--- src/rtl/overcurrent_guard.sv ---
// Current-fault supervisor: synchronizes and debounces the over/under comparators,
// gates PWM while faulted, times the cool-down before retry and latches lockout after repeated trips.
module overcurrent_guard #(
  parameter int unsigned DEB_CYC       = 1000,
  parameter int unsigned COOL_CYC      = 10_000_000,
  parameter int unsigned MAX_TRIPS     = 3,
  parameter int unsigned RUN_CLEAR_CYC = 100_000_000
) (
  input  logic       CLK_100MHz,
  input  logic       RST_N,
  input  logic       Over1,
  input  logic       Under750,
  input  logic       PWM_IN,
  input  logic       Clear,
  output logic       PWM_GATED,
  output logic       Fault,
  output logic       Lockout,
  output logic [1:0] TripCount
);

  localparam int unsigned DW = $clog2(DEB_CYC) + 1;
  localparam int unsigned CW = $clog2(COOL_CYC) + 1;
  localparam int unsigned RW = $clog2(RUN_CLEAR_CYC) + 1;

  typedef enum logic [1:0] {RUN, TRIP, COOL, LOCK} state_t;

  state_t          state;
  logic [1:0]      o_sync;
  logic [1:0]      u_sync;
  logic            o_s;
  logic            u_s;
  logic [DW-1:0]   over_cnt;
  logic [DW-1:0]   under_cnt;
  logic            over_q;
  logic            under_q;
  logic [CW-1:0]   cool_cnt;
  logic [RW-1:0]   run_cnt;

  assign o_s = o_sync[1];
  assign u_s = u_sync[1];

  // Two-flop synchronizers for the asynchronous comparator inputs
  always_ff @(posedge CLK_100MHz or negedge RST_N) begin
    if (!RST_N) begin
      o_sync <= 2'b00;
      u_sync <= 2'b00;
    end else begin
      o_sync <= {o_sync[0], Over1};
      u_sync <= {u_sync[0], Under750};
    end
  end

  // Debouncers: the flag rises on the DEB_CYC-th consecutive qualifying cycle
  always_ff @(posedge CLK_100MHz or negedge RST_N) begin
    if (!RST_N) begin
      over_cnt  <= '0;
      under_cnt <= '0;
      over_q    <= 1'b0;
      under_q   <= 1'b0;
    end else begin
      if (o_s) begin
        if (over_cnt < DW'(DEB_CYC)) over_cnt <= over_cnt + DW'(1);
        over_q <= (over_cnt >= DW'(DEB_CYC - 1));
      end else begin
        over_cnt <= '0;
        over_q   <= 1'b0;
      end
      if (u_s && !o_s) begin
        if (under_cnt < DW'(DEB_CYC)) under_cnt <= under_cnt + DW'(1);
        under_q <= (under_cnt >= DW'(DEB_CYC - 1));
      end else begin
        under_cnt <= '0;
        under_q   <= 1'b0;
      end
    end
  end

  // Supervisor FSM; outputs are registered alongside the state they belong to
  always_ff @(posedge CLK_100MHz or negedge RST_N) begin
    if (!RST_N) begin
      state     <= RUN;
      PWM_GATED <= 1'b0;
      Fault     <= 1'b0;
      Lockout   <= 1'b0;
      TripCount <= 2'd0;
      cool_cnt  <= '0;
      run_cnt   <= '0;
    end else begin
      PWM_GATED <= 1'b0;
      cool_cnt  <= '0;
      run_cnt   <= '0;
      case (state)
        RUN: begin
          if (over_q) begin
            state <= TRIP;
            Fault <= 1'b1;
            if (TripCount != 2'd3) TripCount <= TripCount + 2'd1;
          end else begin
            PWM_GATED <= PWM_IN;
            run_cnt   <= (run_cnt < RW'(RUN_CLEAR_CYC)) ? run_cnt + RW'(1) : run_cnt;
            if (run_cnt >= RW'(RUN_CLEAR_CYC - 1)) TripCount <= 2'd0;
          end
        end
        TRIP: begin
          if (!over_q && under_q) begin
            if (TripCount >= 2'(MAX_TRIPS)) begin
              state   <= LOCK;
              Lockout <= 1'b1;
            end else begin
              state <= COOL;
            end
          end
        end
        COOL: begin
          if (over_q) begin
            state <= TRIP;
          end else if (cool_cnt == CW'(COOL_CYC)) begin
            state     <= RUN;
            Fault     <= 1'b0;
            PWM_GATED <= PWM_IN;
          end else begin
            cool_cnt <= cool_cnt + CW'(1);
          end
        end
        LOCK: begin
          // An over-current indication keeps the lock even if Clear is pressed
          if (!over_q && under_q && Clear) begin
            state     <= RUN;
            Fault     <= 1'b0;
            Lockout   <= 1'b0;
            TripCount <= 2'd0;
            PWM_GATED <= PWM_IN;
          end
        end
        default: begin
          state   <= RUN;
          Fault   <= 1'b0;
          Lockout <= 1'b0;
        end
      endcase
    end
  end

endmodule

--- config.mk ---
export PLATFORM = sky130hd
export DESIGN_NAME = overcurrent_guard
export DESIGN_NICKNAME = d
export VERILOG_FILES = /design/src/rtl/overcurrent_guard.sv
export SDC_FILE = /design/constraint.sdc
export NUM_CORES = 1
export LEC_CHECK = 0
export ABC_AREA = 1
export CAP_MARGIN = 30
export CELL_PAD_IN_SITES_DETAIL_PLACEMENT = 0
export CELL_PAD_IN_SITES_GLOBAL_PLACEMENT = 1
export CORE_MARGIN = 2
export CORE_UTILIZATION = 29
export CTS_CLUSTER_SIZE = 8
export DETAILED_ROUTE_END_ITERATION = 10
export PLACE_DENSITY_LB_ADDON = 0.1
export SETUP_SLACK_MARGIN = 0.5
export SLEW_MARGIN = 20
export SYNTH_ARGS = -nofsm -noshare
export SYNTH_HDL_FRONTEND = slang
export SYNTH_SLANG_ARGS = --single-unit
--- constraint.sdc ---
create_clock -name CLK_100MHz -period 2.29 [get_ports CLK_100MHz]
set_clock_uncertainty 0.1 [all_clocks]
set_input_delay 0.229 -clock CLK_100MHz [delete_from_list [all_inputs] [get_ports CLK_100MHz]]
set_output_delay 0.229 -clock CLK_100MHz [all_outputs]
set_load 0.02 [all_outputs]
# [Word-level counts from Yosys, hierarchy flattened]
# Cells that the tools add are included.
[classes] n_addsub=5 muxes=36 magnitude_cmp=7 n_eq_ne=17 reduce_logical=13
[op_table] operator="28-bit 2-to-1 mux" count=3
[op_table] operator="25-bit 2-to-1 mux" count=3
[op_table] operator="11-bit 2-to-1 mux" count=4
[op_table] operator="28-bit by 1-bit adder with 28-bit output (second input constant)" count=1
[op_table] operator="28-bit by 27-bit >= comparator with 1-bit output (second input constant)" count=1
[op_table] operator="28-bit by 27-bit < comparator with 1-bit output (second input constant)" count=1
[op_table] operator="25-bit by 1-bit adder with 25-bit output (second input constant)" count=1
[op_table] operator="25-bit by 24-bit == test with 1-bit output (second input constant)" count=1
[op_table] operator="11-bit by 1-bit adder with 11-bit output (second input constant)" count=2
[op_table] operator="11-bit by 10-bit >= comparator with 1-bit output (second input constant)" count=2
[op_table] operator="11-bit by 10-bit < comparator with 1-bit output (second input constant)" count=2
[op_table] operator="2-bit 2-to-1 mux" count=8
[op_table] operator="2-bit inequality test (second input constant)" count=7
[op_table] operator="1-bit 2-to-1 mux" count=13
[op_table] operator="3-bit inequality test (second input constant)" count=4
[op_table] operator="4-bit AND reduction" count=3
[op_table] operator="2-bit one-hot mux with 4 select lines" count=1
[op_table] operator="1-bit one-hot mux with 3 select lines" count=2
[op_table] operator="5-bit AND reduction" count=1
[op_table] operator="2-bit == test (second input constant)" count=2
[op_table] operator="2-bit by 1-bit inequality test with 1-bit output (second input constant)" count=2
[op_table] operator="2-bit one-hot mux with 2 select lines" count=1
[op_table] operator="2-bit nonzero test" count=2
[op_table] operator="1-bit logical AND" count=3
[op_table] operator="other kinds (7)" count=8
[totals] output_inout_bits=5 input_bits=6 word_cells=91 register_bits=88

# [Logic depth before layout (Yosys ltp)]
# Gate-level depths: netlist (run 1).
[logic_depth] word_depth=5 depth_mapped=12 depth_no_buf=11

# [Least setup slack after synthesis (run 1)]
# OpenSTA, ideal clock, no wires.
[synth_path] path_type="reg2reg" startpoint="register run_cnt[0]" endpoint="register TripCount[0]" path_stages_with_launch=11 slack_ps=559 setup_time_ps=117 required_ps=2073 period_less_slack_ps=1731 arrival_ps=1514 path_buffers=0 path_cell_list="dfrtp_1 ha_1 nand2_1 nor2_1 nand2_1 nand2_1 nand3_1 nand4_1 nand2_1 nand2_1 nand2_1"
[synth_between] elab_chain_cells=3
[synth_lines] item="start: declaration" line_no="37" text="logic [RW-1:0] run_cnt;"
[synth_lines] item="start signal: assignment" line_no="100" text="run_cnt <= (run_cnt < RW'(RUN_CLEAR_CYC)) ? run_cnt + RW'(1) : run_cnt;"
[synth_lines] item="28-bit by 27-bit >= comparator with 1-bit output" line_no="101" text="if (run_cnt >= RW'(RUN_CLEAR_CYC - 1)) TripCount <= 2'd0;"
[synth_lines] item="3-bit inequality test (no line)"
[synth_lines] item="4-bit AND reduction (no line)"
[synth_lines] item="end signal: assignment" line_no="97" text="if (TripCount != 2'd3) TripCount <= TripCount + 2'd1;"
[synth_lines] item="end: declaration" line_no="18" text="output logic [1:0] TripCount"
# No other way between the ends.
# A chain may end at the register's enable or synchronous reset.

# [Final worst setup path (run 1)]
[layout_path] startpoint="register cool_cnt[1]" endpoint="register cool_cnt[17]"
[layout_between] elab_chain_cells=4 word_cells_on_any_way=5 cone_classes="add/sub: 1; eq/ne: 1; mux: 3"
[layout_lines] item="start: declaration" line_no="36" text="logic [CW-1:0] cool_cnt;"
[layout_lines] item="start signal: assignment" line_no="122" text="cool_cnt <= cool_cnt + CW'(1);"
[layout_lines] item="25-bit by 1-bit adder with 25-bit output or 25-bit by 24-bit == test with 1-bit output (tied branches)" line_no="122, 117"
[layout_lines] item="25-bit 2-to-1 mux (*)" line_no="117" text="end else if (cool_cnt == CW'(COOL_CYC)) begin"
[layout_lines] item="25-bit 2-to-1 mux (*)" line_no="115" text="if (over_q) begin"
[layout_lines] item="25-bit 2-to-1 mux (*)" line_no="92" text="case (state)"
# Every way passes the cells marked *; elsewhere a longest branch is shown, timed or not.

==> impl_metrics.py, run 1 <==
metrics = {
    "outcome": {
        "status": "completed",
    },
    "timing": {
        "hold_viol_final": 0,
        "rsz0062_at_grt": "true",
        "tightest_slew_ns": 0.410,
        "min_period_over_period_pct": 77.9,
        "finalCriticalPeriod_ns": 1.78,
        "hold_slack_ns": 0.129,
        "max_freq_mhz": 561,
        "slew_violations": 0,
        "tns_ns": 0,
        "setup_violations": 0,
        "slew_headroom_pct": 72.7,
    },
    "floorplan": {
        "die_area_mm2": 0.0195,
        "die_height_um": 140,
        "die_x_um": 140,
        "coreArea_mm2": 0.0180,
        "start_util_pct": 29.6,
        "io_pins": 11,
        "num_rows": 49,
    },
    "cells_and_area": {
        "final_common_cell": "nand2_1",
        "drive_gt1_share_pct": 18.6,
        "fin_util_pct": 36.9,
        "n_antenna_cell": 0,
        "fin_nets": 837,
        "layout-area-overhead-vs-synth_pct": 24.6,
        "layout_common_cells": "nand2_1, nor2_1, nand3_1",
        "final_area_mm2": 0.00663,
    },
    "global_route": {
        "grt_pass1_vias": 5073,
        "antenna_found_initial": 0,
        "grtUsageTotal_pct": 16.9,
        "grt_max_degree": 56,
        "grt_remaining_overflow": 0,
        "grt_pass1_wl_um": 26300,
    },
    "detailed_routing": {
        "drt-total-wl_um": 16000,
        "viasPerCell": 4.83,
        "drt_iter0_drc": 370,
        "wire_per_inst_um": 15.1,
        "antenna_left": 0,
        "drt_pre_antenna_iters": 4,
        "remaining_drc_errors": 0,
        "via_count": 5113,
    },
    "synthesis": {
        "synthMuxAreaShare_pct": 0,
        "ys_warn_count": 0,
        "yosys.area_share.adder_pct": 1.41,
        "synth_nets": 790,
        "async_flop_share_pct": 100,
        "synth-simple-area-share_pct": 40.9,
        "synth-compound-area-share_pct": 5.97,
        "synth_cell_types": 31,
        "ys_seq_area_share_pct": 41.4,
        "synth-edff-count": 0,
        "avgSynthCellArea_um2": 6.84,
        "ys.flop_type": "dfrtp_1",
        "synthXorXnorAreaFrac_pct": 2.47,
        "synth_top_family_by_area": "simple AND/OR/NAND/NOR gates",
        "syn-cell-area_mm2": 0.00533,
        "syn_inst": 778,
        "ys_ff_latch": 88,
    },
    "worst_setup_path": {
        "regToRegStartpoint": "cool_cnt[1]$_DFF_PN0_",
        "worstPathMaxFanout": 3,
        "critPathRequiredTime_ns": 2.43,
        "arrival_ns": 1.92,
        "cp-startpoint": "cool_cnt[1]$_DFF_PN0_",
        "critPathCaptureType": "register",
        "path_class": "reg2reg",
        "worstSetupStartpointType": "register",
    },
    "clock_tree": {
        "numCtsBuffers": 9,
        "clk_latency_ns": 0.35,
        "path_clk_slew_ns": 0.07,
        "cts-htree-levels": 3,
        "clock_path_buffers": 2,
        "cts_root_buf": "clkbuf_16",
        "clock-sinks": 88,
        "cts_tree": "yes",
    },
    "worst_hold_path": {
        "hp-class": "in2async",
    },
    "pwr": {
        "combPwrFrac_pct": 2.3,
        "share_seq_of_total_power_pct": 50.9,
        "intPower_mw": 2.35,
        "p_per_area_mw_per_mm2": 465,
        "p_switching_mw": 0.728,
        "irDropWorstVdd_mv": 0.345,
        "leakagePower_nw": 2.73,
        "clkPwrFrac_pct": 46.8,
        "finalPower_mw": 3.08,
        "sw_frac_of_total_pct": 23.6,
    },
    "placement": {
        "postPlaceCellArea_mm2": 0.00572,
        "portBuffers": 10,
        "gp_congestion": 0.816,
        "dpl.hpwl_um": 11300,
    },
    "run": {
        "maxCapViolCount": 0,
    },
}
-- cells in the mapped netlist (all sizes together) (4+ instances only) --
master / n / area [um2]
a21oi: 29 / 145
buf: 9 / 70.1
clkbuf: 7 / 26.3
dfrtp: 88 / 2200
ha: 6 / 75.1
inv: 86 / 323
nand2: 233 / 895
nand3: 92 / 460
nand4: 20 / 125
nor2: 134 / 538
nor3: 23 / 115
o21ai: 20 / 100
xnor2: 4 / 35.0
xor2: 11 / 96.3
-- critical path: stages (launching register included) --
cell     delay [ns]
dfrtp_1        0.41
inv_2          0.07
buf_4          0.13
nor3_1         0.33
nand2_1        0.10
nor3_1         0.28
nand3_1        0.12
nand2_1        0.09
nor2_1         0.04
-- routing by layer --
metal  wire length, um  vias to the layer above  track usage, %
met5                 0                        -               0
met3               583                       14            2.24
met4               216                        0            5.05
met2              7120                       90            26.2
li1                  -                     2595               -
met1              8060                     2414            24.8
-- logic make-up after synthesis --
logic type / count (synthesis)
DFF: 88
buffers and inverters: 102
xor gates and xnor gates: 15
AOI/OAI and AO/OA: 58
and+or+nand+nor: 509
adders and majority gates: 6
-- power groups by stage --
stage | Combinational [mW] | Sequential [mW] | Clock, mW
final | 0.0709 | 1.57 | 1.44
after global routing | 0.0837 | 1.57 | 1.57
after CTS | 0.0753 | 1.57 | 1.50
after detailed placement | 0.0738 | 1.60 | 0
after global placement | 0.0724 | 1.60 | 0
after floorplan | 0.0170 | 1.60 | 0
-- flip-flops by register name, indices dropped and copies added (netlist names) --
name,flops
state,2
run_cnt,28
over_q,1
under_cnt,11
cool_cnt,25
Lockout,1
u_sync,2
TripCount,2
over_cnt,11
o_sync,2
under_q,1
Fault,1
PWM_GATED,1
-- final cells by class --
class,count,area [um2]
multi-input cells,591,3030
flip-flops and latches,88,2230
well taps,229,287
clock buffers,10,239
clock inverters,6,43.8
inverters,86,327
fillers,1909,11300
repair buffers,49,484
-- stage by stage --
| stage | cells | setup slack [ns] |
|---|---|---|
| floorplan | 778 | 0.559 |
| CTS | 1041 | 0.462 |
| global route | 1059 | 0.409 |
| detailed placement | 1014 | 0.231 |
| finish | 1059 | 0.506 |
| global placement | 1014 | 0.254 |
-- worst paths after layout --
path                       depth (start not counted)                       to  slack (ns)
max                                                8   cool_cnt[17]$_DFF_PN0_        0.51
min                                                2  over_cnt[5]$_DFFE_PN0P_        0.13
max reg2reg                                        8   cool_cnt[17]$_DFF_PN0_        0.51
min reg2reg                                        0      u_sync[1]$_DFF_PN0_        0.25
max in group asynchronous                          3  run_cnt[13]$_DFFE_PN0P_        1.34
min in group CLK_100MHz                            0      u_sync[1]$_DFF_PN0_        0.25
-- repair_timing --
| item | CTS | global route |
|---|---|---|
| setup endpoints to repair | 42 | 58 |
| resized for setup | 17 | 90 |
| cloned | 1 | 4 |
| pin swaps | 5 | 15 |
| hold endpoints to repair | 88 | 0 |
| setup buffers | 9 | 14 |
| hold buffers | 1 | 0 |
Power figures use the tool's default switching activity.
==> inputs of run 2 (changes only) <==
==> constraint.sdc (replaced) <==
create_clock -name CLK_100MHz -period 1.75 [get_ports CLK_100MHz]
set_clock_uncertainty 0.1 [all_clocks]
set_input_delay 0.175 -clock CLK_100MHz [delete_from_list [all_inputs] [get_ports CLK_100MHz]]
set_output_delay 0.175 -clock CLK_100MHz [all_outputs]
set_load 0.02 [all_outputs]
==> impl_metrics.py, run 2 (synthesis gave the netlist of run 1 again) <==
metrics = {
    "cells_and_area": {
        "final_common_cell": "nand2_1",
        "largest_register_ffs": 28,
        "n_antenna_cell": 0,
        "drive_gt1_share_pct": 44.4,
        "top_register": "run_cnt",
        "layout-area-overhead-vs-synth_pct": 55.0,
        "layout_common_cells": "nand2_1, buf_4, nor2_1",
        "reg_top3": "run_cnt: 28 flops, cool_cnt: 25 flops",
        "layout.cells.non_filler": 1155,
        "fin_nets": 933,
    },
    "pwr": {
        "p_switching_mw": 0.922,
        "sw_frac_of_total_pct": 22.5,
        "combPwrFrac_pct": 3.5,
        "share_seq_of_total_power_pct": 50.2,
        "irDropWorstVdd_mv": 0.471,
        "clkPwrFrac_pct": 46.4,
        "p_per_area_mw_per_mm2": 497,
        "leakagePower_nw": 3.45,
        "intPower_mw": 3.18,
    },
    "clock_tree": {
        "numCtsBuffers": 9,
        "clock-sinks": 88,
        "path_clk_slew_ns": 0.07,
        "clock_path_buffers": 2,
        "cts_tree": "yes",
        "cts_root_buf": "clkbuf_16",
        "cts-htree-levels": 3,
        "clk_latency_ns": 0.35,
    },
    "timing": {
        "rsz0062_at_grt": "true",
        "min_period_over_period_pct": 101,
        "hold_viol_final": 0,
        "slew_headroom_pct": 65.6,
        "hold_slack_ns": 0.160,
        "finalCriticalPeriod_ns": 1.77,
        "tightest_slew_ns": 0.516,
        "slew_violations": 0,
        "max_freq_mhz": 564,
        "layout_setup_ws_ns": -0.0215,
        "setup_violations": 11,
    },
    "detailed_routing": {
        "drt_pre_antenna_iters": 5,
        "via_count": 5574,
        "drt_iter0_drc": 227,
        "viasPerCell": 4.83,
        "remaining_drc_errors": 0,
        "antenna_left": 0,
        "drt-total-wl_um": 17700,
        "wire_per_inst_um": 15.3,
    },
    "floorplan": {
        "die_x_um": 140,
        "start_util_pct": 29.6,
        "coreArea_mm2": 0.0180,
        "io_pins": 11,
        "die_height_um": 140,
        "die_area_mm2": 0.0195,
        "num_rows": 49,
    },
    "outcome": {
        "status": "finished with violations",
        "violations": "negative setup slack",
    },
    "run": {
        "maxCapViolCount": 0,
    },
    "worst_setup_path": {
        "critPathCaptureType": "register",
        "arrival_ns": 1.90,
        "path_class": "reg2reg",
        "critPathRequiredTime_ns": 1.88,
        "worstPathMaxFanout": 8,
        "worstSetupStartpointType": "register",
    },
    "global_route": {
        "grt_pass1_vias": 5556,
        "grt_remaining_overflow": 0,
        "grt_pass1_wl_um": 28600,
        "antenna_found_initial": 0,
        "grtUsageTotal_pct": 18.5,
        "grt_max_degree": 89,
    },
    "placement": {
        "dpl.hpwl_um": 11300,
        "portBuffers": 10,
        "gp_congestion": 0.842,
        "placedCellCount": 1047,
    },
    "worst_hold_path": {
        "hp-class": "in2reg",
    },
}
[run 2: changes by cell type in the layout (fill, tap and decap cells not counted), moves of 12 or more]
| cell | change |
|---|---|
| a21oi_1 | -13 |
| buf_4 | +66 |
| buf_6 | +24 |
| nand2_1 | -50 |
| nand2_2 | +42 |
| nand3_1 | -34 |
| nand3_2 | +30 |
| nor2_1 | -26 |
| nor2_4 | +15 |
| o21ai_0 | -17 |
| o21ai_2 | +12 |
[run 2: layout make-up]
cell class,instances,area [um2]
fillers,1816,9710
multi-input cells,590,3760
flip-flops and latches,88,2220
repair buffers,145,1350
inverters,86,338
well taps,229,287
clock buffers,14,274
clock inverters,2,12.5
repair inverters,1,11.3
[run 2: metal layers]
metal / vias to the layer above / wire, um / track usage (%)
met5: - / 0 / 0
met4: 0 / 257 / 4.94
met3: 23 / 512 / 2.89
met2: 78 / 8290 / 29.2
met1: 2681 / 8650 / 26.5
li1: 2792 / - / -
[run 2: path summary, 6_finish.rpt]
kind                                          from                       end  slack, ns  cells after the start
max                        run_cnt[17]$_DFFE_PN0P_    run_cnt[0]$_DFFE_PN0P_      -0.02                      9
min in group asynchronous                    RST_N    cool_cnt[10]$_DFF_PN0_       0.32                      3
max reg2reg                run_cnt[17]$_DFFE_PN0P_    run_cnt[0]$_DFFE_PN0P_      -0.02                      9
min                                       Under750       u_sync[0]$_DFF_PN0_       0.16                      1
min reg2reg                    o_sync[0]$_DFF_PN0_       o_sync[1]$_DFF_PN0_       0.37                      0
max in group asynchronous                    RST_N  under_cnt[3]$_DFFE_PN0P_       0.81                      3
[run 2: per-stage QoR]
stage | setup WS [ns] | total power [mW] | cell area (um2) | setup TNS [ns] | util [%]
detailed placement | -0.0277 | 2.19 | 6150 | -0.0735 | 34.2
finish | -0.0215 | 4.11 | 8260 | -0.105 | 46.0
CTS | 0.0280 | 4.15 | 7520 | 0 | 41.9
global route | -0.112 | 4.31 | 8260 | -3.05 | 46.0
global placement | -0.0218 | 2.19 | 6150 | -0.0394 | 34.2
floorplan | 0.0997 | 2.12 | 5480 | 0 | -
[run 2: what timing repair did]
action | in CTS | in global routing
gates cloned | 5 | 0
buffers inserted | 50 | 36
hold buffers | 1 | 0
setup endpoints to repair | 86 | 83
endpoints found under the hold margin | 88 | 0
pin swaps | 65 | 62
resized for setup | 191 | 135
[run 2: worst max-delay path: stages, from the launching register on]
cell,delay (ns)
dfrtp_2,0.44
buf_6,0.13
a21oi_2,0.14
nand2_2,0.11
a21boi_4,0.22
nand2_8,0.12
buf_12,0.14
buf_12,0.14
nand3_2,0.06
o21ai_2,0.05
[run 2: power groups by stage]
stage	Clock, mW	Combinational [mW]	Sequential [mW]
3_3_place_gp	0	0.0937	2.09
4_1_cts	1.97	0.116	2.06
6_report	1.90	0.143	2.06
3_5_place_dp	0	0.0961	2.09
5_1_grt	2.10	0.162	2.06
2_1_floorplan	0	0.0234	2.09
==> inputs of run 3 (changes only) <==
--- a/config.mk
+++ b/config.mk
@@ -7,13 +7,10 @@
 export LEC_CHECK = 0
 export ABC_AREA = 1
 export CAP_MARGIN = 30
-export CELL_PAD_IN_SITES_DETAIL_PLACEMENT = 0
-export CELL_PAD_IN_SITES_GLOBAL_PLACEMENT = 1
 export CORE_MARGIN = 2
 export CORE_UTILIZATION = 29
 export CTS_CLUSTER_SIZE = 8
 export DETAILED_ROUTE_END_ITERATION = 10
-export PLACE_DENSITY_LB_ADDON = 0.1
 export SETUP_SLACK_MARGIN = 0.5
 export SLEW_MARGIN = 20
 export SYNTH_ARGS = -nofsm -noshare
==> impl_metrics.py, run 3 (synthesis gave the netlist of run 1 again) <==
metrics = {
    "pwr": {
        "p_per_area_mw_per_mm2": 520,
        "irDropWorstVdd_mv": 0.424,
        "leakagePower_nw": 3.40,
    },
    "global_route": {
        "grt_max_degree": 37,
        "grt_pass1_wl_um": 25600,
        "grtUsageTotal_pct": 16.2,
        "antenna_found_initial": 0,
        "grt_pass1_vias": 5260,
        "grt_remaining_overflow": 0,
    },
    "timing": {
        "slew_headroom_pct": 65.0,
        "setup_violations": 5,
        "finalCriticalPeriod_ns": 1.78,
        "layout_setup_ws_ns": -0.0311,
        "rsz0062_at_grt": "true",
        "slew_violations": 0,
        "min_period_over_period_pct": 102,
        "tightest_slew_ns": 0.526,
        "tns_ns": -0.0646,
        "max_freq_mhz": 561,
        "hold_viol_final": 0,
    },
    "worst_setup_path": {
        "critPathCaptureType": "register",
        "critical-path-max-stage-delay_ns": 0.40,
        "cp_cell_sequence": "ha_2 -> nand2_2 -> nor2_4 -> nand2_2 -> nor2_4 -> buf_6 -> buf_6 -> buf_6 -> nand2_2 -> nand2_1 -> nand3_1 -> nor2_1",
        "critPathTopFamily": "simple AND/OR/NAND/NOR gates",
        "cp.buffers_inverters": 3,
        "path_class": "reg2reg",
        "arrival_ns": 1.97,
        "worstPathMaxFanout": 3,
        "worstSetupStartpointType": "register",
        "critPathRequiredTime_ns": 1.94,
        "slowest_stage": "dfrtp_1",
    },
    "cells_and_area": {
        "fin_nets": 918,
        "regArea_mm2": 0.00221,
        "multiInputGateArea_mm2": 0.00370,
        "layout_common_cells": "nand2_1, nor2_1, buf_4",
        "top_register": "run_cnt",
        "reg_top3": "run_cnt: 28 flops, cool_cnt: 25 flops",
        "drive_gt1_share_pct": 40.3,
        "fillers": 1718,
        "layout-area-overhead-vs-synth_pct": 51.2,
        "layout.cells.non_filler": 1140,
        "largest_register_ffs": 28,
        "final_common_cell": "nand2_1",
        "n_antenna_cell": 0,
    },
    "detailed_routing": {
        "drt-total-wl_um": 16400,
        "viasPerCell": 4.94,
        "wire_per_inst_um": 14.4,
        "via_count": 5634,
        "remaining_drc_errors": 0,
        "drt_iter0_drc": 395,
        "drt_pre_antenna_iters": 6,
        "antenna_left": 0,
    },
    "worst_hold_path": {
        "hp-class": "in2reg",
    },
    "run": {
        "maxCapViolCount": 0,
    },
    "clock_tree": {
        "cts-htree-levels": 3,
        "path_clk_slew_ns": 0.07,
        "cts_root_buf": "clkbuf_16",
        "clock-sinks": 88,
        "numCtsBuffers": 9,
        "clk_latency_ns": 0.36,
        "clock_path_buffers": 2,
        "cts_tree": "yes",
    },
    "outcome": {
        "violations": "negative setup slack",
        "status": "finished with violations",
    },
    "floorplan": {
        "die_height_um": 140,
        "io_pins": 11,
        "coreArea_mm2": 0.0180,
        "die_x_um": 140,
        "num_rows": 49,
        "die_area_mm2": 0.0195,
        "start_util_pct": 29.6,
    },
    "placement": {
        "dpl.hpwl_um": 9910,
        "placedCellCount": 1037,
        "portBuffers": 10,
        "gp_congestion": 0.890,
    },
}
==> run 3: changes by cell type in the layout (fill, tap and decap cells not counted), sizes merged <==
cell      previous run  this run
nand2              235       236
clkinv               1         2
buf                140       123
bufinv               0         1
clkbuf              14        11
inv                 87        88
clkinvlp             1         2
==> run 3: routing by layer <==
metal	track usage, %	up-vias	part of all wire [%]
met5	0	-	0
met4	6.01	0	2.4
met3	3.06	43	4.6
met2	26.3	163	49
met1	21.6	2661	44
li1	-	2767	-
==> run 3: per-stage QoR <==
step | worst slack, ns | hold slack, ns | area (um2) | total power [mW] | util (%)
4_1_cts | 0.0559 | 0.145 | 7320 | 4.22 | 40.7
3_3_place_gp | -0.0264 | 0.0905 | 6080 | 2.19 | 33.8
5_1_grt | -0.120 | 0.161 | 8050 | 4.37 | 44.8
3_5_place_dp | -0.0337 | 0.0942 | 6080 | 2.19 | 33.8
6_report | -0.0311 | 0.155 | 8050 | 4.19 | 44.8
2_1_floorplan | 0.0997 | -0.221 | 5480 | 2.12 | -
==> run 3: layout make-up <==
cell class | count | area share (%)
Timing Repair Buffer | 129 | 15.0
Clock buffer | 10 | 2.84
Inverter | 86 | 4.26
Multi-Input combinational cell | 591 | 45.9
Timing Repair inverter | 1 | 0.140
Clock inverter | 6 | 0.839
Sequential cell | 88 | 27.5
Tap cell | 229 | 3.56
==> run 3: what timing repair did <==
item                                    CTS  global route
endpoints found under the setup margin   86            82
hold buffers                              1             0
pin swaps                                45            66
gates resized for setup                 149           144
gates cloned                              5             1
endpoints found under the hold margin    34             0
setup buffers                            56            24
==> run 3: where the power goes <==
part	internal [mW]	total, mW	switching, mW
clock network	1.11	1.99	0.876
registers	2.05	2.05	0.00967
logic	0.0563	0.142	0.0861
total	3.21	4.19	0.972
==> run 3: path summary, 6_finish.rpt <==
path / startpoint / endpoint / slack [ns] / cells after the start
worst max-delay path: cool_cnt[1]$_DFF_PN0_ / cool_cnt[22]$_DFF_PN0_ / -0.03 / 12
worst min-delay path: Under750 / u_sync[0]$_DFF_PN0_ / 0.15 / 1
worst max register to register: cool_cnt[1]$_DFF_PN0_ / cool_cnt[22]$_DFF_PN0_ / -0.03 / 12
worst min register to register: o_sync[0]$_DFF_PN0_ / o_sync[1]$_DFF_PN0_ / 0.25 / 0
max in group asynchronous: RST_N / cool_cnt[5]$_DFF_PN0_ / 0.73 / 3
min in group asynchronous: RST_N / under_cnt[1]$_DFFE_PN0P_ / 0.24 / 2
==> run 3: worst register-to-register path, cell delays in order (launching register included) <==
cell and delay (ns):
dfrtp_1 0.40, ha_2 0.21, nand2_2 0.09, nor2_4 0.12, nand2_2 0.10, nor2_4 0.15, buf_6 0.13, buf_6 0.09
buf_6 0.09, nand2_2 0.04, nand2_1 0.06, nand3_1 0.06, nor2_1 0.10
